File: src/rtl/control_sequencer.sv
// Three-clock-per-instruction sequencer: fetches opcode/immediate from an external
// program memory addressed by count, and executes load/ALU operations on A, B and result.
module control_sequencer #(
    parameter int PROG_LEN = 6
) (
    input  logic       clk,
    input  logic       rst,
    input  logic       start,
    input  logic [2:0] Opcode,
    input  logic [3:0] in,
    output logic [2:0] count,
    output logic [3:0] reg_a,
    output logic [3:0] reg_b,
    output logic [7:0] result,
    output logic       res_valid,
    output logic       busy,
    output logic       done,
    output logic [2:0] state_dbg
);

    typedef enum logic [2:0] {
        S_IDLE  = 3'd0,
        S_FETCH = 3'd1,
        S_EXEC  = 3'd2,
        S_STEP  = 3'd3,
        S_HALT  = 3'd4
    } state_t;

    localparam logic [2:0] OP_CLR  = 3'b000;
    localparam logic [2:0] OP_LDA  = 3'b001;
    localparam logic [2:0] OP_LDB  = 3'b010;
    localparam logic [2:0] OP_ADD  = 3'b011;
    localparam logic [2:0] OP_SUB  = 3'b100;
    localparam logic [2:0] OP_MUL  = 3'b101;
    localparam logic [2:0] LAST_PC = 3'(PROG_LEN - 1);

    state_t     state, state_nxt;
    logic [2:0] pc, pc_nxt;
    logic [2:0] ir;
    logic [3:0] imm;

    // start is a level request with no handshake: it is only looked at in IDLE
    // and HALT, and is silently ignored while a program is running.
    always_ff @(posedge clk or posedge rst) begin
        if (rst) begin
            state <= S_IDLE;
            pc    <= 3'd0;
        end else begin
            state <= state_nxt;
            pc    <= pc_nxt;
        end
    end

    always_comb begin
        state_nxt = state;
        pc_nxt    = pc;
        unique case (state)
            S_IDLE, S_HALT: begin
                if (start) begin
                    pc_nxt    = 3'd0;
                    state_nxt = S_FETCH;
                end
            end
            S_FETCH: state_nxt = S_EXEC;
            S_EXEC:  state_nxt = S_STEP;
            S_STEP: begin
                if (pc == LAST_PC) begin
                    state_nxt = S_HALT;
                end else begin
                    pc_nxt    = pc + 3'd1;
                    state_nxt = S_FETCH;
                end
            end
            default: begin
                state_nxt = S_IDLE;
                pc_nxt    = 3'd0;
            end
        endcase
    end

    // Datapath: latch the instruction in FETCH, apply it at the EXEC edge.
    always_ff @(posedge clk or posedge rst) begin
        if (rst) begin
            ir        <= 3'd0;
            imm       <= 4'd0;
            reg_a     <= 4'd0;
            reg_b     <= 4'd0;
            result    <= 8'd0;
            res_valid <= 1'b0;
        end else begin
            res_valid <= 1'b0;
            if (state == S_FETCH) begin
                ir  <= Opcode;
                imm <= in;
            end
            if (state == S_EXEC) begin
                unique case (ir)
                    OP_CLR: begin
                        reg_a  <= 4'd0;
                        reg_b  <= 4'd0;
                        result <= 8'd0;
                    end
                    OP_LDA: reg_a <= imm;
                    OP_LDB: reg_b <= imm;
                    OP_ADD: begin
                        result    <= {4'b0, reg_a} + {4'b0, reg_b};
                        res_valid <= 1'b1;
                    end
                    OP_SUB: begin
                        result    <= {4'b0, reg_a} - {4'b0, reg_b};
                        res_valid <= 1'b1;
                    end
                    OP_MUL: begin
                        result    <= {4'b0, reg_a} * {4'b0, reg_b};
                        res_valid <= 1'b1;
                    end
                    default: ;
                endcase
            end
        end
    end

    assign count     = pc;
    assign busy      = (state == S_FETCH) || (state == S_EXEC) || (state == S_STEP);
    assign done      = (state == S_HALT);
    assign state_dbg = state;

endmodule
File: config.mk
export PLATFORM = sky130hd
export DESIGN_NAME = control_sequencer
export DESIGN_NICKNAME = d
export VERILOG_FILES = /design/src/rtl/control_sequencer.sv
export SDC_FILE = /design/constraint.sdc
export NUM_CORES = 1
export LEC_CHECK = 0
export ABC_AREA = 1
export BUFFER_PORTS_ARGS = -buffer_cell sky130_fd_sc_hd__buf_4
export CAP_MARGIN = 40
export CORE_MARGIN = 3
export CORE_UTILIZATION = 61
export DETAILED_ROUTE_END_ITERATION = 16
export PLACE_DENSITY = 0.91
export SLEW_MARGIN = 5
export SYNTH_ARGS = -nofsm -noshare
export SYNTH_HDL_FRONTEND = slang
export SYNTH_SLANG_ARGS = --single-unit
File: constraint.sdc
create_clock -name clk -period 4.4 [get_ports clk]
set_input_delay 0.66 -clock clk [delete_from_list [all_inputs] [get_ports clk]]
set_output_delay 0.66 -clock clk [all_outputs]
set_load 0.01 [all_outputs]
==> key figures, run 1 <==
Power and ir drop
  • Clock power frac: 11.6%
  • Overall power: 1500 uW
  • Int Power: 778 uW
  • Peak VDD IR: 402 uV
  • Sequential fraction of design power: 35.3%
  • Pleak: 0.00148 uW
  • Switching Share: 48.0%
  • Sw Pwr: 717 uW
  • Power density cells: 600 nW/um^2
  • Gate power share: 53.1%

Die
  • Die span in x: 64.7 um
  • CORE AREA: 3180 sq um
  • Initial Utilization: 66.1%
  • Die Span Y: 64.7 um
  • Placement row count: 20
  • Die outline area: 4180 sq um
  • # IOs: 35

Cells and area
  • Area grow syn2layout: 18.7%
  • Final net count: 346
  • ANT cells: 0
  • Share of layout cells above drive strength 1: 17.5%

Setup path
  • Data required, critical path: 4.69 ns
  • CP Max Fanout: 9
  • Worst Setup Start Kind: flop
  • Crit-path most repeated cell: nand2_1
  • Crit path kind: flop to flop
  • Crit path DAT: 3.28 ns
  • Worst path slowest cell: dfrtp_1
  • CP peak stage delay: 0.56 ns
  • Worst Path Buf+Inv: 3
  • Critical path, cell by cell: nand2_1 > fa_1 > inv_1 > fa_1 > inv_1 > fa_1 > inv_1 > nand3_1 > nand2_1 > nor2_1 > o21ai_0 > nand2_1 > nand2_1
  • Largest delay share family, worst path: adder cells
  • CP endpoint kind: flop

Synthesis
  • Synthesized area: 2100 sq um
  • Area contributors post-synth: dfrtp_1, ha_1, nand2_1, inv_1, fa_1
  • Unique masters post-synth: 23
  • #FFs+latches synth: 30
  • Part of the Yosys area used for sequential elements: 35.7%
  • Top cell type's share of synthesized area: 35.7%
  • Syn avg cell area: 7.87 sq um
  • Syn Nets: 305
  • Yosys Warn Count: 0
  • Post-Syn Instances: 267
  • Leading area contributor after synthesis: dfrtp_1

STA
  • Setup TNS: 0 ns
  • Hold Slack: 0.301 ns
  • Final setup violation count: 0
  • Final min period: 2.99 ns
  • Worst Skew: 0.00817 ns
  • Slew @ Worst Pin: 0.513 ns
  • Tcrit/Tclk final: 68.0%
  • Final Max Slew Viols: 0
  • Max Clock Freq: 334 MHz
  • Relative slew slack: 65.7%
  • Unrepaired setup endpoints after global routing: false
  • Final hold violation count: 0

GRT
  • Pin count of the biggest net entering global routing: 23
  • Vias in the first global route: 1795
  • Total global-route track usage: 24.7%
  • GRT Residual Overflow: 0
  • Initial antenna violation count: 0
  • First-pass GRT wire length: 7.98 mm

Clock network
  • Post-CTS sizing: 0
  • CTS Buffer Depth: 2
  • CTS Root Cell: clkbuf_4
  • CTS Sinks: 30
  • H-tree levels: 2
  • CTS tree: done
  • Latest clock arrival within the worst-skew pair: 0.34 ns
  • Number of hold buffers added after CTS: 0
  • Post-CTS setup buffer count: 0
  • Clk slew on worst S/H paths: 0.10 ns
  • CTS Buf Count: 5

Placement
  • HPWL Detailed: 3.53 mm
  • IO Port Bufs: 34
  • Routability cong.: 0.893

Routing
  • DR WL/cell: 12.8 um
  • Drt first pass iters: 5
  • Detail Route Antenna Nets: 0
  • Total wire length: 4.52 mm
  • Initial DRC Count: 92
  • Residual DRC: 0
  • Via count: 1843
  • Vias per Instance: 5.22

Flow run
  • Max Cap Viol: 0

Run status
  • Status: finished clean

Hold path
  • Hold Crit Class: input pin to asynchronous set/reset pin
## worst paths after layout
check	from	to	slack, ns	depth (start not counted)
hold reg to reg	result[1]$_DFFE_PP0P_	result[1]$_DFFE_PP0P_	0.49	2
min in group clk	result[1]$_DFFE_PP0P_	result[1]$_DFFE_PP0P_	0.49	2
hold / removal	rst	result[2]$_DFFE_PP0P_	0.30	2
max in group asynchronous	rst	reg_a[3]$_DFFE_PP0P_	3.64	3
setup reg to reg	reg_a[1]$_DFFE_PP0P_	result[6]$_DFFE_PP0P_	1.41	13
setup / recovery	reg_a[1]$_DFFE_PP0P_	result[6]$_DFFE_PP0P_	1.41	13
## sequential cells by signal, summed over array words and instances, names as in the netlist
register / flops
ir: 3
reg_b: 4
result: 8
reg_a: 4
imm: 4
res_valid: 1
count: 3
state_dbg: 3
## Yosys cell counts (all sizes together)
master / count
or2: 2
nand2: 69
buf: 1
o21ai: 13
a21oi: 21
fa: 6
nand3b: 2
inv: 48
nor2: 23
dfrtp: 30
o22ai: 4
nand3: 22
ha: 22
nor3: 2
nand4: 1
o31ai: 1
## through the flow
stage	std cells	cell area [sq um]	utilization, %	worst slack (ns)
final	353	2490	78.5	1.41
after global routing	353	2490	78.5	1.15
after CTS	353	2490	78.5	1.38
after detailed placement	345	2430	76.6	1.39
after global placement	344	2410	75.7	1.56
after floorplan	267	2100	-	1.60
## cells by family after synthesis
family	after synthesis	share of synthesized area [%]
buffers and inverters	49	8.81
adder cells (fa/ha/maj)	28	18.8
flip-flops	30	35.7
AO/OA/AOI/OAI	39	10.4
AND/OR/NAND/NOR	121	26.3
## worst register-to-register path: stages, from the launching register on
cell and delay (ns):
dfrtp_1 0.56, nand2_1 0.13, fa_1 0.54, inv_1 0.06, fa_1 0.56, inv_1 0.07
fa_1 0.44, inv_1 0.09, nand3_1 0.07, nand2_1 0.09, nor2_1 0.04, o21ai_0 0.16
nand2_1 0.08, nand2_1 0.07
## cells in the final DEF (no fill, tap or decap)
cell type,count
inv_2,1
nand3_2,1
nand3b_1,2
ha_1,22
clkbuf_8,1
nand2_2,1
fa_1,6
nor2_4,2
nand3_1,21
nor2_1,21
nor3_4,2
clkbuf_4,5
nand4_1,1
buf_4,34
a21oi_1,20
a21oi_4,1
o21ai_2,1
o31ai_1,1
dfrtp_1,30
buf_16,1
inv_1,47
o21ai_0,12
or2_2,2
clkbuf_1,1
o22ai_1,4
nand2_1,67
nand2_4,1
clkinv_2,1
## layer usage
layer | GRT usage, % | vias to the layer above | wire [um]
met5 | 0 | - | 0
met4 | 11.1 | 0 | 96
met3 | 4.68 | 13 | 172
met2 | 42.1 | 44 | 2300
met1 | 30.2 | 857 | 1950
li1 | - | 929 | -
## power groups by stage
stage | logic, uW | clock network (uW) | registers, uW
2_1_floorplan | 505 | 0 | 536
3_3_place_gp | 760 | 0 | 522
3_5_place_dp | 791 | 0 | 531
4_1_cts | 798 | 174 | 527
5_1_grt | 902 | 189 | 551
6_report | 794 | 174 | 527
## cell type report
type                       count  area, sq um
tap                           44         55.1
multi-input combinational    188         1160
clock inverter                 1         5.00
fill                         246          684
clock buffer                   7         55.1
inverter                      48          180
timing repair buffer          35          283
sequential                    30          751
Power figures use the tool's default switching activity.
==> run 2: changes to the inputs <==
--- a/config.mk
+++ b/config.mk
@@ -5,13 +5,13 @@
 export SDC_FILE = /design/constraint.sdc
 export NUM_CORES = 1
 export LEC_CHECK = 0
-export ABC_AREA = 1
+export ABC_AREA = 0
 export BUFFER_PORTS_ARGS = -buffer_cell sky130_fd_sc_hd__buf_4
 export CAP_MARGIN = 40
 export CORE_MARGIN = 3
-export CORE_UTILIZATION = 61
+export CORE_UTILIZATION = 56
 export DETAILED_ROUTE_END_ITERATION = 16
-export PLACE_DENSITY = 0.91
+export PLACE_DENSITY = 0.86
 export SLEW_MARGIN = 5
 export SYNTH_ARGS = -nofsm -noshare
 export SYNTH_HDL_FRONTEND = slang
==> constraint.sdc (replaced) <==
create_clock -name clk -period 2.9 [get_ports clk]
set_input_delay 0.435 -clock clk [delete_from_list [all_inputs] [get_ports clk]]
set_output_delay 0.435 -clock clk [all_outputs]
set_load 0.01 [all_outputs]
==> run 2 against run 1 <==
  * Final cell count fell by 12%
  * Clock power grew 93%
  * Register-to-register slack lost 1.3 ns
==> key figures, run 2 <==
Run status
  • Status: finished clean

Placement
  • Placed Cells: 301 (-13%)
  • IO Port Bufs: 34 (unchanged)
  • DP Area: 2460 sq um (+0.93%)
  • Routability cong.: 0.884 (-1.1%)
  • HPWL Detailed: 3.64 mm (+3.0%)

STA
  • Setup TNS: 0 ns (unchanged)
  • Final setup violation count: 0 (unchanged)
  • Worst Skew: 0.00504 ns (-0.00314 ns)
  • Slew @ Worst Pin: 0.655 ns (+0.142 ns)
  • Final Max Slew Viols: 0 (unchanged)
  • Relative slew slack: 56.1% (-9.6 points)
  • Final hold violation count: 0 (unchanged)
  • Tcrit/Tclk final: 97.6% (+30 points)
  • Max Clock Freq: 353 MHz (+5.7%)
  • Hold Slack: 0.198 ns (-0.103 ns)
  • Final min period: 2.83 ns (-0.162 ns)

Cells and area
  • Post-Layout Cell Count: 311 (-12%)
  • Area grow syn2layout: 25.7%
  • Top reg by flops: result
  • Commonest non-fill, non-tap cell in the layout: buf_4
  • Share of layout cells above drive strength 1: 29.4% (+12 points)
  • ANT cells: 0 (unchanged)
  • Final net count: 302 (-13%)
  • Number of flip-flops in the largest register: 8 (unchanged)
  • Most frequent cells in the layout: buf_4, dfrtp_1, inv_1
  • Fin util: 75.7% (-2.8 points)
  • Final Cell Area: 2610 sq um (+4.5%)

Routing
  • Detail Route Antenna Nets: 0 (unchanged)
  • DR WL/cell: 15.0 um (+18%)
  • Top routing layer used: met4
  • M1 WL: 2.16 mm (+11%)
  • Residual DRC: 0 (unchanged)
  • Drt first pass iters: 4 (-1)
  • Vias per Instance: 5.63 (+7.8%)
  • Met3 WL post-DR: 224 um (+30%)
  • Routed wl met2: 2.26 mm (-1.8%)
  • Via count: 1750 (-5.0%)
  • Total wire length: 4.68 mm (+3.6%)
  • Initial DRC Count: 168 (+83%)

Clock network
  • Clk slew on worst S/H paths: 0.06 ns (-0.04 ns)
  • CTS Buffer Depth: 2 (unchanged)
  • H-tree levels: 2 (unchanged)
  • CTS tree: done
  • CTS Root Cell: clkbuf_8
  • CTS Sinks: 30 (unchanged)
  • Latest clock arrival within the worst-skew pair: 0.28 ns (-0.06 ns)
  • Number of hold buffers added after CTS: 0 (unchanged)
  • CTS Buf Count: 5 (unchanged)

Power and ir drop
  • Pleak: 0.00129 uW (-13%)
  • Power density cells: 984 nW/um^2 (+64%)
  • Peak VDD IR: 845 uV (+110%)

Synthesis
  • Yosys Warn Count: 0 (unchanged)
  • Share of async-settable or async-resettable flops after synthesis: 100% (unchanged)
  • Area contributors post-synth: dfrtp_1, ha_1, fa_1, inv_1, nor2_1
  • Syn avg cell area: 9.55 sq um (+21%)
  • Top cell types by occurrence after synthesis: dfrtp_1, inv_1, ha_1
  • Leading area contributor after synthesis: dfrtp_1
  • Part of the Yosys area used for sequential elements: 36.2% (+0.50 points)
  • Top cell type's share of synthesized area: 36.2% (+0.50 points)
  • Post-Syn Instances: 217 (-19%)
  • XOR/XNOR share of the synthesized area: 3.38% (+3.4 points)
  • Syn Nets: 255 (-16%)
  • Post-synthesis adder-cell area fraction: 19.1% (+0.26 points)
  • Simple-gate share of the synthesized area: 13.6% (-13 points)
  • Most numerous cell in the Yosys netlist: dfrtp_1
  • #FFs+latches synth: 30 (unchanged)
  • Mux contribution to synthesized area: 3.26% (+3.3 points)
  • Main combinational cell family by area after synthesis: adder cells
  • Synthesized area: 2070 sq um (-1.4%)
  • Unique masters post-synth: 45 (+96%)
  • Compound-Gate Fraction of Synth Area: 18.8% (+8.4 points)
  • Post-synth EDFFs: 0 (unchanged)
  • Primary FF master, synth: dfrtp_1

Die
  • Initial Utilization: 60.2% (-5.9 points)
  • # IOs: 35 (unchanged)
  • Die outline area: 4470 sq um (+6.7%)
  • Die span in x: 66.8 um (+3.3%)
  • Die Span Y: 66.8 um (+3.3%)
  • CORE AREA: 3440 sq um (+8.3%)
  • Placement row count: 21 (+5.0%)

GRT
  • Total global-route track usage: 22.8% (-1.9 points)
  • GRT Residual Overflow: 0 (unchanged)
  • Pin count of the biggest net entering global routing: 20 (-13%)
  • Initial antenna violation count: 0 (unchanged)
  • Vias in the first global route: 1624 (-9.5%)
  • First-pass GRT wire length: 7.65 mm (-4.1%)

Setup path
  • Crit-path most repeated cell: inv_1
  • Data required, critical path: 3.06 ns (-1.63 ns)
  • Crit path DAT: 2.99 ns (-0.29 ns)
  • Worst Setup Start Kind: flop
  • CP endpoint kind: flop
  • R2R cell count: 14 (+1)
  • Critical path, cell by cell: buf_4 > buf_4 > inv_1 > nor2_1 > ha_2 > ha_1 > ha_2 > inv_1 > fa_2 > inv_1 > a21o_1 > a21oi_1 > xnor2_1 > a221o_1
  • CP peak stage delay: 0.39 ns (-0.17 ns)
  • Internal reg-to-reg setup slack: 0.07 ns (-1.34 ns)
  • Worst path slowest cell: fa_2
  • Crit path kind: flop to flop
  • CP Max Fanout: 3 (-6)

Hold path
  • Hold Crit Class: input pin to asynchronous set/reset pin

Flow run
  • Max Cap Viol: 0 (unchanged)
-- run 2: final timing paths --
path	to	from
max in group asynchronous	reg_a[1]$_DFFE_PP0P_	rst
worst min register to register	result[4]$_DFFE_PP0P_	result[4]$_DFFE_PP0P_
worst max-delay path	result[6]$_DFFE_PP0P_	reg_a[0]$_DFFE_PP0P_
worst max register to register	result[6]$_DFFE_PP0P_	reg_a[0]$_DFFE_PP0P_
worst min-delay path	state_dbg[1]$_DFFE_PP0P_	rst
min in group clk	imm[0]$_DFFE_PP0P_	in[0]
-- run 2: cells by family (layout without fill, tap and decap cells) --
| logic type | count (synthesis) | after routing |
|---|---|---|
| compound gates | 58 | 58 |
| simple gates | 57 | 57 |
| flops | 30 | 30 |
| buf+inv | 30 | 78 |
| fa+ha+maj | 28 | 28 |
| xor+xnor | 8 | 8 |
| mux | 6 | 6 |
-- run 2: layout make-up --
type / instances / area (sq um)
Timing Repair Buffer: 46 / 365
Sequential cell: 30 / 752
Fill cell: 261 / 837
Multi-Input combinational cell: 157 / 1250
Clock inverter: 1 / 5.00
Clock buffer: 7 / 86.3
Inverter: 24 / 90.1
Tap cell: 46 / 57.6
-- run 2: what timing repair did --
| item | CTS | global route |
|---|---|---|
| setup buffers | 0 | 2 |
| resized for setup | 0 | 9 |
| endpoints found under the setup margin | 0 | 3 |
-- run 2: report_power, final --
part	internal (uW)	total [uW]	switching, uW
sequential	600	846	246
clock	191	336	145
combinational	675	1380	708
-- run 2: critical path, delay by kind of cell (launching register included) --
family          cells  cell delay, ns
xor+xnor            1            0.13
simple gates        1            0.14
fa+ha+maj           4            1.18
flops               1            0.37
buf+inv             5            0.42
compound gates      3            0.48
-- run 2: stage by stage --
step | power (uW) | setup WS (ns)
global placement | 2130 | 0.0574
detailed placement | 2180 | 0.0241
floorplan | 1670 | 0.00357
CTS | 2520 | 0.00713
global route | 2780 | -0.0416
finish | 2560 | 0.0687
-- run 2: layer usage --
layer	GRT usage [%]	vias up
li1	-	864
met3	6.07	7
met4	3.81	0
met5	0	-
met2	35.9	46
met1	31.9	833
==> run 3: changes to the inputs <==
--- a/config.mk
+++ b/config.mk
@@ -12,6 +12,7 @@
 export CORE_UTILIZATION = 56
 export DETAILED_ROUTE_END_ITERATION = 16
 export PLACE_DENSITY = 0.86
+export RECOVER_POWER = 50
 export SLEW_MARGIN = 5
 export SYNTH_ARGS = -nofsm -noshare
 export SYNTH_HDL_FRONTEND = slang
==> run 3 against run 2 <==
  * Combinational power down 4%
  * Largest power group unchanged
  * Via count down 0.46%
  * Sequential share of layout area up 0.70 points
  * First-iteration DRC count up 3.0%
==> key figures, run 3 (synthesis results as in run 2) <==
Run status
  • Status: finished clean

STA
  • Final min period: 2.84 ns (+0.0119 ns)
  • Final setup violation count: 0 (unchanged)
  • Worst Skew: 0.00581 ns (+0.000773 ns)
  • Tcrit/Tclk final: 98.0% (+0.41 points)
  • Final Max Slew Viols: 0 (unchanged)
  • Final worst slack: 0.0569 ns (-0.0119 ns)
  • Relative slew slack: 32.0% (-24 points)
  • Max Clock Freq: 352 MHz (-0.42%)
  • Final hold violation count: 0 (unchanged)
  • Slew @ Worst Pin: 1.02 ns (+0.365 ns)

Flow run
  • Max Cap Viol: 0 (unchanged)

Setup path
  • Critical path, cell by cell: buf_4 > buf_4 > inv_1 > nor2_1 > ha_2 > ha_1 > ha_2 > inv_1 > fa_2 > inv_1 > a21o_1 > a21oi_1 > xnor2_1 > a221o_1
  • Crit path kind: flop to flop
  • CP peak stage delay: 0.39 ns (about the same)
  • Worst path slowest cell: fa_2
  • Data required, critical path: 3.06 ns (about the same)
  • Crit path DAT: 3.00 ns (about the same)
  • Worst Setup Start Kind: flop
  • CP Max Fanout: 3 (unchanged)
  • Crit-path most repeated cell: inv_1
  • CP endpoint kind: flop

Cells and area
  • Area grow syn2layout: 22.8%
  • Final net count: 302 (unchanged)
  • Commonest non-fill, non-tap cell in the layout: buf_4
  • ANT cells: 0 (unchanged)
  • Most frequent cells in the layout: buf_4, dfrtp_1, inv_1
  • Top reg by flops: result
  • Share of layout cells above drive strength 1: 25.3% (-4.2 points)
  • Number of flip-flops in the largest register: 8 (unchanged)
  • Fin util: 73.9% (-1.8 points)

GRT
  • Initial antenna violation count: 0 (unchanged)
  • Vias in the first global route: 1624 (unchanged)
  • Pin count of the biggest net entering global routing: 20 (unchanged)
  • GRT Residual Overflow: 0 (unchanged)
  • First-pass GRT wire length: 7.65 mm (unchanged)
  • Total global-route track usage: 22.8% (unchanged)

Die
  • Die outline area: 4470 sq um (unchanged)
  • Die span in x: 66.8 um (unchanged)
  • Initial Utilization: 60.2% (unchanged)
  • Die Span Y: 66.8 um (unchanged)
  • CORE AREA: 3440 sq um (unchanged)
  • # IOs: 35 (unchanged)
  • Placement row count: 21 (unchanged)

Routing
  • Total wire length: 4.71 mm (+0.64%)
  • Vias per Instance: 5.60 (-0.46%)
  • Residual DRC: 0 (unchanged)
  • Via count: 1742 (-0.46%)
  • DR WL/cell: 15.1 um (+0.64%)
  • Drt first pass iters: 4 (unchanged)
  • Initial DRC Count: 173 (+3.0%)
  • Detail Route Antenna Nets: 0 (unchanged)

Clock network
  • H-tree levels: 2 (unchanged)
  • CTS Buf Count: 5 (unchanged)
  • CTS Root Cell: clkbuf_8
  • CTS Buffer Depth: 2 (unchanged)
  • Clk slew on worst S/H paths: 0.06 ns (about the same)
  • CTS tree: done
  • CTS Sinks: 30 (unchanged)
  • Latest clock arrival within the worst-skew pair: 0.28 ns (about the same)

Placement
  • Routability cong.: 0.884 (unchanged)
  • HPWL Detailed: 3.64 mm (unchanged)
  • Pre-CTS WS: 0.0241 ns (unchanged)
  • IO Port Bufs: 34 (unchanged)

Power and ir drop
  • Overall power: 2510 uW (-2.0%)
  • Peak VDD IR: 847 uV (+0.30%)
  • Power density cells: 988 nW/um^2 (+0.41%)
  • Pleak: 0.00124 uW (-4.1%)

Hold path
  • Hold Crit Class: input pin to asynchronous set/reset pin
run 3: cell type report:
class | instances | area [sq um]
Inverter | 24 | 90.1
Sequential cell | 30 | 752
Tap cell | 46 | 57.6
Timing Repair Buffer | 46 | 304
Multi-Input combinational cell | 157 | 1250
Clock buffer | 7 | 86.3
Fill cell | 268 | 898
Clock inverter | 1 | 5.00
run 3: layer usage:
layer | GRT usage (%) | part of all wire (%) | up-vias
li1 | - | - | 865
met1 | 31.9 | 44 | 826
met2 | 35.9 | 49 | 44
met3 | 6.07 | 6.0 | 7
met4 | 3.81 | 0.91 | 0
met5 | 0 | 0 | -
run 3: final timing paths:
check | from | to | slack (ns) | cells past startpoint
setup / recovery | reg_a[0]$_DFFE_PP0P_ | result[6]$_DFFE_PP0P_ | 0.06 | 14
hold / removal | rst | state_dbg[1]$_DFFE_PP0P_ | 0.15 | 2
setup reg to reg | reg_a[0]$_DFFE_PP0P_ | result[6]$_DFFE_PP0P_ | 0.06 | 14
hold reg to reg | result[4]$_DFFE_PP0P_ | result[4]$_DFFE_PP0P_ | 0.48 | 2
max in group asynchronous | rst | reg_a[1]$_DFFE_PP0P_ | 1.42 | 3
min in group clk | in[0] | imm[0]$_DFFE_PP0P_ | 0.38 | 2
run 3: per-stage QoR:
step,instance area (sq um),hold slack [ns],instances,TNS (ns)
after floorplan,2080,0.487,217,0
after global placement,2430,0.470,300,0
after global routing,2540,0.193,311,-0.0825
after CTS,2550,0.211,309,0
final,2540,0.154,311,0
after detailed placement,2460,0.474,301,0
run 3: what timing repair did:
action,CTS,global route
gates resized for setup,0,9
hold buffers,0,0
buffers inserted,0,2
endpoints found under the setup margin,0,3
run 3: power breakdown:
group          internal (uW)  total (uW)  leakage [uW]  switching (uW)
sequential               600         845      0.000387             245
clock                    191         338     0.0000482             147
combinational            625        1330      0.000806             707
run 3: critical path, delay by kind of cell, from the launching register on:
kind,cells,cell delay (ns)
AOI/OAI and AO/OA,3,0.48
xor gates and xnor gates,1,0.13
adders and majority gates,4,1.19
buffers and inverters,5,0.41
DFF,1,0.37
and+or+nand+nor,1,0.14
